==> config.mk <==
export PLATFORM = sky130hd
export DESIGN_NAME = lsu_mem_master
export DESIGN_NICKNAME = d
export VERILOG_FILES = /design/src/rtl/lsu_mem_master.sv
export SDC_FILE = /design/constraint.sdc
export NUM_CORES = 1
export LEC_CHECK = 0
export BUFFER_PORTS_ARGS = -buffer_cell sky130_fd_sc_hd__buf_2
export CAP_MARGIN = 15
export CORE_UTILIZATION = 34
export DETAILED_ROUTE_END_ITERATION = 16
export SLEW_MARGIN = 20
export SYNTH_ARGS = -nofsm -noshare
export SYNTH_HDL_FRONTEND = slang
export SYNTH_SLANG_ARGS = --single-unit
export TNS_END_PERCENT = 30
==> constraint.sdc <==
create_clock -name CLK -period 1.8 [get_ports CLK]
set_input_delay 0.09 -clock CLK [delete_from_list [all_inputs] [get_ports CLK]]
set_output_delay 0.09 -clock CLK [all_outputs]
set_load 0.01 [all_outputs]
==> src/rtl/lsu_mem_master.sv <==
// lsu_mem_master: load/store initiator for the core's data-memory port.
// It turns RISC-V LB/LH/LW/LBU/LHU/SB/SH/SW requests into word-wide memory
// accesses. Sub-word stores are done as read-modify-write. Load data is
// lane-extracted and then sign- or zero-extended.
// Ports:
//   CLK, RST          clock, synchronous active-high reset
//   req_valid/ready   request handshake; ready only in IDLE
//   req_store         1 = store, 0 = load
//   req_funct3        RISC-V access size/sign code
//   req_addr          byte address
//   req_wdata         store data, right-aligned
//   resp_valid        one-cycle completion pulse
//   resp_rdata        extended load data (0 for stores and errors)
//   resp_err          misaligned or illegal funct3, qualified by resp_valid
//   mem_a             word-aligned memory address
//   mem_wd            memory write data
//   mem_we            memory write enable
//   mem_rd            registered memory read data
module lsu_mem_master #(
    parameter int unsigned A_WIDTH = 32,
    parameter int unsigned D_WIDTH = 32
) (
    input  logic               CLK,
    input  logic               RST,
    input  logic               req_valid,
    output logic               req_ready,
    input  logic               req_store,
    input  logic [2:0]         req_funct3,
    input  logic [A_WIDTH-1:0] req_addr,
    input  logic [D_WIDTH-1:0] req_wdata,
    output logic               resp_valid,
    output logic [D_WIDTH-1:0] resp_rdata,
    output logic               resp_err,
    output logic [A_WIDTH-1:0] mem_a,
    output logic [D_WIDTH-1:0] mem_wd,
    output logic               mem_we,
    input  logic [D_WIDTH-1:0] mem_rd
);

    localparam int unsigned F3_W = 3;

    typedef enum logic [2:0] {
        ST_IDLE,
        ST_LD_WAIT,
        ST_RMW_MERGE,
        ST_WRITE,
        ST_ERR
    } state_t;

    state_t             state_q, state_d;
    logic [A_WIDTH-1:0] addr_q, addr_d;
    logic [F3_W-1:0]    f3_q, f3_d;
    logic               store_q, store_d;
    logic [D_WIDTH-1:0] wdata_q, wdata_d;
    logic [D_WIDTH-1:0] wd_q, wd_d;
    logic               resp_valid_d, resp_err_d;
    logic [D_WIDTH-1:0] resp_rdata_d;

    logic               req_legal;
    logic [7:0]         ld_byte;
    logic [15:0]        ld_half;
    logic [D_WIDTH-1:0] ld_ext;
    logic [D_WIDTH-1:0] merged;

    // Legality and alignment of the incoming request
    always_comb begin
        req_legal = 1'b0;
        case (req_funct3)
            3'b000:  req_legal = 1'b1;
            3'b001:  req_legal = !req_addr[0];
            3'b010:  req_legal = (req_addr[1:0] == 2'b00);
            3'b100:  req_legal = !req_store;
            3'b101:  req_legal = !req_store && !req_addr[0];
            default: req_legal = 1'b0;
        endcase
    end

    // Little-endian lane extraction and extension of load data
    always_comb begin
        ld_byte = mem_rd[{addr_q[1:0], 3'b000} +: 8];
        ld_half = addr_q[1] ? mem_rd[31:16] : mem_rd[15:0];
        case (f3_q)
            3'b000:  ld_ext = {{(D_WIDTH-8){ld_byte[7]}}, ld_byte};
            3'b001:  ld_ext = {{(D_WIDTH-16){ld_half[15]}}, ld_half};
            3'b100:  ld_ext = {{(D_WIDTH-8){1'b0}}, ld_byte};
            3'b101:  ld_ext = {{(D_WIDTH-16){1'b0}}, ld_half};
            default: ld_ext = mem_rd;
        endcase
    end

    // Replace the addressed byte/half of the fetched word with store data
    always_comb begin
        merged = mem_rd;
        case (f3_q[1:0])
            2'b00:   merged[{addr_q[1:0], 3'b000} +: 8] = wdata_q[7:0];
            2'b01:   merged[{addr_q[1], 4'b0000} +: 16] = wdata_q[15:0];
            default: merged = wdata_q;
        endcase
    end

    // Next-state and registered-output logic
    always_comb begin
        state_d      = state_q;
        addr_d       = addr_q;
        f3_d         = f3_q;
        store_d      = store_q;
        wdata_d      = wdata_q;
        wd_d         = wd_q;
        resp_valid_d = 1'b0;
        resp_err_d   = 1'b0;
        resp_rdata_d = '0;
        case (state_q)
            ST_IDLE: begin
                if (req_valid) begin
                    addr_d  = req_addr;
                    f3_d    = req_funct3;
                    store_d = req_store;
                    wdata_d = req_wdata;
                    wd_d    = req_wdata;
                    if (!req_legal)          state_d = ST_ERR;
                    else if (!req_store)     state_d = ST_LD_WAIT;
                    else if (req_funct3[1])  state_d = ST_WRITE;
                    else                     state_d = ST_RMW_MERGE;
                end
            end
            ST_LD_WAIT: begin
                resp_valid_d = 1'b1;
                resp_rdata_d = store_q ? '0 : ld_ext;
                state_d      = ST_IDLE;
            end
            ST_RMW_MERGE: begin
                wd_d    = merged;
                state_d = ST_WRITE;
            end
            ST_WRITE: begin
                resp_valid_d = 1'b1;
                state_d      = ST_IDLE;
            end
            ST_ERR: begin
                resp_valid_d = 1'b1;
                resp_err_d   = 1'b1;
                state_d      = ST_IDLE;
            end
            default: state_d = ST_IDLE;
        endcase
    end

    // State and request registers
    always_ff @(posedge CLK) begin
        if (RST) begin
            state_q    <= ST_IDLE;
            addr_q     <= '0;
            f3_q       <= '0;
            store_q    <= 1'b0;
            wdata_q    <= '0;
            wd_q       <= '0;
            resp_valid <= 1'b0;
            resp_err   <= 1'b0;
            resp_rdata <= '0;
        end else begin
            state_q    <= state_d;
            addr_q     <= addr_d;
            f3_q       <= f3_d;
            store_q    <= store_d;
            wdata_q    <= wdata_d;
            wd_q       <= wd_d;
            resp_valid <= resp_valid_d;
            resp_err   <= resp_err_d;
            resp_rdata <= resp_rdata_d;
        end
    end

    // The memory samples the request's word address at the accept edge
    assign req_ready = (state_q == ST_IDLE);
    assign mem_a     = (state_q == ST_IDLE) ? {req_addr[A_WIDTH-1:2], 2'b00}
                                            : {addr_q[A_WIDTH-1:2], 2'b00};
    assign mem_wd    = wd_q;
    // Gated by RST so a write never lands in a reset cycle
    assign mem_we    = (state_q == ST_WRITE) && !RST;

endmodule
==> flow_summary.json <==
{
  "outcome": "finished, violations left",
  "violations": "negative setup slack",
  "insertion_delay_ps": 430,
  "hp-start": "req_valid",
  "cts_inserted_buffers": 17,
  "min_to": "state_q[1]$_SDFFE_PP0P_",
  "netlist_area_mm2": 0.006256,
  "ioPinCount": 203,
  "dp_hpwl_mm": 15.20,
  "worst_r2r_path_depth": 5,
  "drcViolationCount": 0,
  "end_kind": "output pin",
  "ir_worst_vdd_v": 0.0008730,
  "viasPerCell": 5.249,
  "path_max_fanout": 8,
  "gp_congestion": 0.9304,
  "grt_pass1_wl_mm": 35.48,
  "critPathLaunch": "state_q[0]$_SDFFE_PP0P_",
  "max_cap_viol_count": 0,
  "clk_pin_slew_ps": 60,
  "ant_nets": 0,
  "gr-total-overflow": 0,
  "required_ps": 1710,
  "preCtsSetupSlack_ps": -115.9,
  "hold_path.class": "in2reg",
  "slowest_stage": "dfxtp_2",
  "slew_violations": 0,
  "fp.dieH_um": 137.6,
  "finalWorstSetupSlack_ps": -145.4,
  "path_cells": "buf_6 > nor3_4 > buf_6 > buf_12 > buf_16 > mux2_4 > buf_6",
  "start_util": 0.3471,
  "multiInputGateArea_mm2": 0.003316,
  "htree_levels": 4,
  "critPathKind": "reg2out",
  "total_power_mw": 9.095,
  "drive_gt1_frac": 0.3277,
  "vias": 6808,
  "wl_mm": 23.62,
  "diodes": 0,
  "ys_seq_elements": 137,
  "cp_common_cell": "buf_6",
  "p_leak_nw": 4.155,
  "grt_setup_unrepaired": "yes",
  "period_needed_ps": 1945,
  "skew_ps": 6.518,
  "finalNonFillerCells": 1297,
  "crit_path_start_kind": "flip-flop",
  "r2r-end": "resp_rdata[10]$_SDFF_PP0_",
  "antenna_found_initial": 0,
  "fillers": 1708,
  "numPortBuffers": 200,
  "core_mm2": 0.01802,
  "synth_warnings": 0,
  "hold_viol": 0,
  "cts_buffer_depth": 2,
  "power.density_mw_per_mm2": 938.3,
  "drt_iter0_markers": 467,
  "cts.sinks": 137,
  "ys_dominant_reg_cell": "dfxtp_1",
  "grt_pass1_vias": 6562,
  "grt_max_degree": 56,
  "relSlewSlack": 0.5858,
  "wl_per_cell_um": 18.21,
  "max_stage_delay_ps": 320,
  "rows": 49,
  "worstPathBufferInverterCount": 5,
  "async_flop_share": 0,
  "nets": 1163,
  "cts_root_buf": "clkbuf_16",
  "avgSynthCellArea_um2": 8.386,
  "r2r-start": "addr_q[1]$_SDFFE_PP0P_",
  "place_area_mm2": 0.007637,
  "synthCells": 746,
  "first_pass_iters": 8,
  "tightest_slew_ps": 621.3,
  "die_area_mm2": 0.01895,
  "min_path_cells": 2,
  "whs_ps": 16.96,
  "synth_edf_count": 0,
  "setup_violations": 30,
  "fin_util": 0.5378,
  "clock.fmax_mhz": 514.0,
  "dp.cells": 1153,
  "regArea_mm2": 0.002754,
  "ys_seq_area_frac": 0.4384,
  "yosysUniqueCellTypes": 49,
  "fin_area_mm2": 0.009693,
  "cp_top_family": "buffers and inverters",
  "fin_setup_tns_ps": -3656,
  "fp.dieW_um": 137.6,
  "timing.final.crit_share": 1.081,
  "arrival_ps": 1860,
  "ff2ff_setup_slack_ps": 30,
  "cts_tree": "done",
  "areaGrowthSynthToFinish_pct": 54.94,
  "grt_use_total": 0.2469
}
[metal layers]
layer,vias up,part of all wire,track usage
met5,-,0,0
met4,0,0.025,0.08913
met3,54,0.082,0.05592
met2,326,0.47,0.4149
met1,3156,0.42,0.3066
li1,3272,-,-
[state kept, by name, summed over array words and instances (netlist names)]
register	cells
addr_q	32
mem_wd	32
resp_rdata	32
wdata_q	32
f3_q	3
state_q	3
resp_err	1
resp_valid	1
store_q	1
[cell usage in the layout, fill, tap and decap left out, drive strengths merged, types with 2 or more instances in the layout]
cell type,instances
nor2b,5
o21ai,40
nand3,16
a222oi,8
a21o,7
a21oi,102
nor4b,3
nand3b,2
clkbuf,21
inv,15
clkinv,3
and2,2
nor2,11
mux2,32
o211ai,2
a221oi,15
or2,9
mux2i,9
dfxtp,137
a211o,2
conb,2
or3,7
nand2,165
nand2b,12
bufinv,4
nand4,8
a22oi,32
nor3,11
buf,251
dlygate4sd3,99
a221o,9
a31oi,10
ha,5
and3,2
clkinvlp,3
[area by class of cell]
class | count | area share
Clock buffer | 19 | 0.04466
Clock inverter | 13 | 0.01988
Inverter | 12 | 0.005034
Multi-Input combinational cell | 535 | 0.3421
Sequential cell | 137 | 0.2841
Tap cell | 229 | 0.02956
Timing Repair Buffer | 352 | 0.2747
[Yosys cell counts, types with 3 or more instances]
| library cell | number | area share |
|---|---|---|
| buf_2 | 33 | 0.026 |
| a21oi_1 | 101 | 0.081 |
| a221oi_1 | 15 | 0.021 |
| dfxtp_1 | 137 | 0.44 |
| o21ai_0 | 21 | 0.017 |
| ha_1 | 5 | 0.010 |
| or3_1 | 7 | 0.0070 |
| nor2_1 | 11 | 0.0066 |
| nor2b_1 | 5 | 0.0050 |
| a21o_1 | 7 | 0.0084 |
| clkbuf_1 | 23 | 0.014 |
| a221o_1 | 9 | 0.014 |
| or2_2 | 9 | 0.0090 |
| nand3_1 | 16 | 0.013 |
| inv_1 | 12 | 0.0072 |
| a222oi_1 | 8 | 0.013 |
| mux2i_1 | 9 | 0.014 |
| nand4_1 | 8 | 0.0080 |
| nor3_1 | 9 | 0.0072 |
| nand2_1 | 165 | 0.099 |
| mux2_2 | 32 | 0.058 |
| a22oi_1 | 32 | 0.038 |
| nand2b_1 | 12 | 0.012 |
| o21ai_1 | 19 | 0.015 |
| a31oi_1 | 9 | 0.0090 |
| buf_6 | 3 | 0.0054 |
[worst register-to-register path, delay by kind of cell (launching register included)]
| family | cells | cell delay (ps) |
|---|---|---|
| AO/OA/AOI/OAI | 2 | 450 |
| buffers and inverters | 1 | 110 |
| flip-flops | 1 | 380 |
| multiplexers | 1 | 380 |
| AND/OR/NAND/NOR | 1 | 310 |
[what timing repair did]
item / CTS / global route
gates cloned: 2 / 2
setup buffers: 6 / 5
endpoints found under the setup margin: 37 / 132
hold buffers: 99 / 0
pin swaps: 1 / 6
endpoints found under the hold margin: 132 / 0
resized for setup: 40 / 20
[where the power goes]
part           leakage (nW)  internal [mW]  switching, mW  total [mW]
clock network         0.299           2.34           1.42        3.76
logic                  2.73          0.960           1.01        1.97
registers              1.12           3.23          0.141        3.37
total                  4.15           6.52           2.57        9.09
[logic make-up (layout without fill, tap and decap cells)]
logic type      Yosys count  in the layout  share of synthesized area
buf+inv                  75            396                    0.05640
fa+ha+maj                 5              5                    0.01000
simple gates            256            256                     0.1886
compound gates          231            231                     0.2340
mux                      41             41                    0.07200
other cells               1              2                  0.0005994
flops                   137            137                     0.4384
[how the worst max path moves through the flow]
stage	depth (start not counted)	endpoint	slack (ps)
floorplan	7	mem_wd[20]$_SDFFE_PP0P_	-30
global placement	6	mem_wd[27]$_SDFFE_PP0P_	-90
detailed placement	6	mem_wd[26]$_SDFFE_PP0P_	-120
CTS	7	mem_a[16]	-150
global route	7	mem_a[2]	-210
finish	7	mem_a[17]	-150
Power figures use the tool's default switching activity.
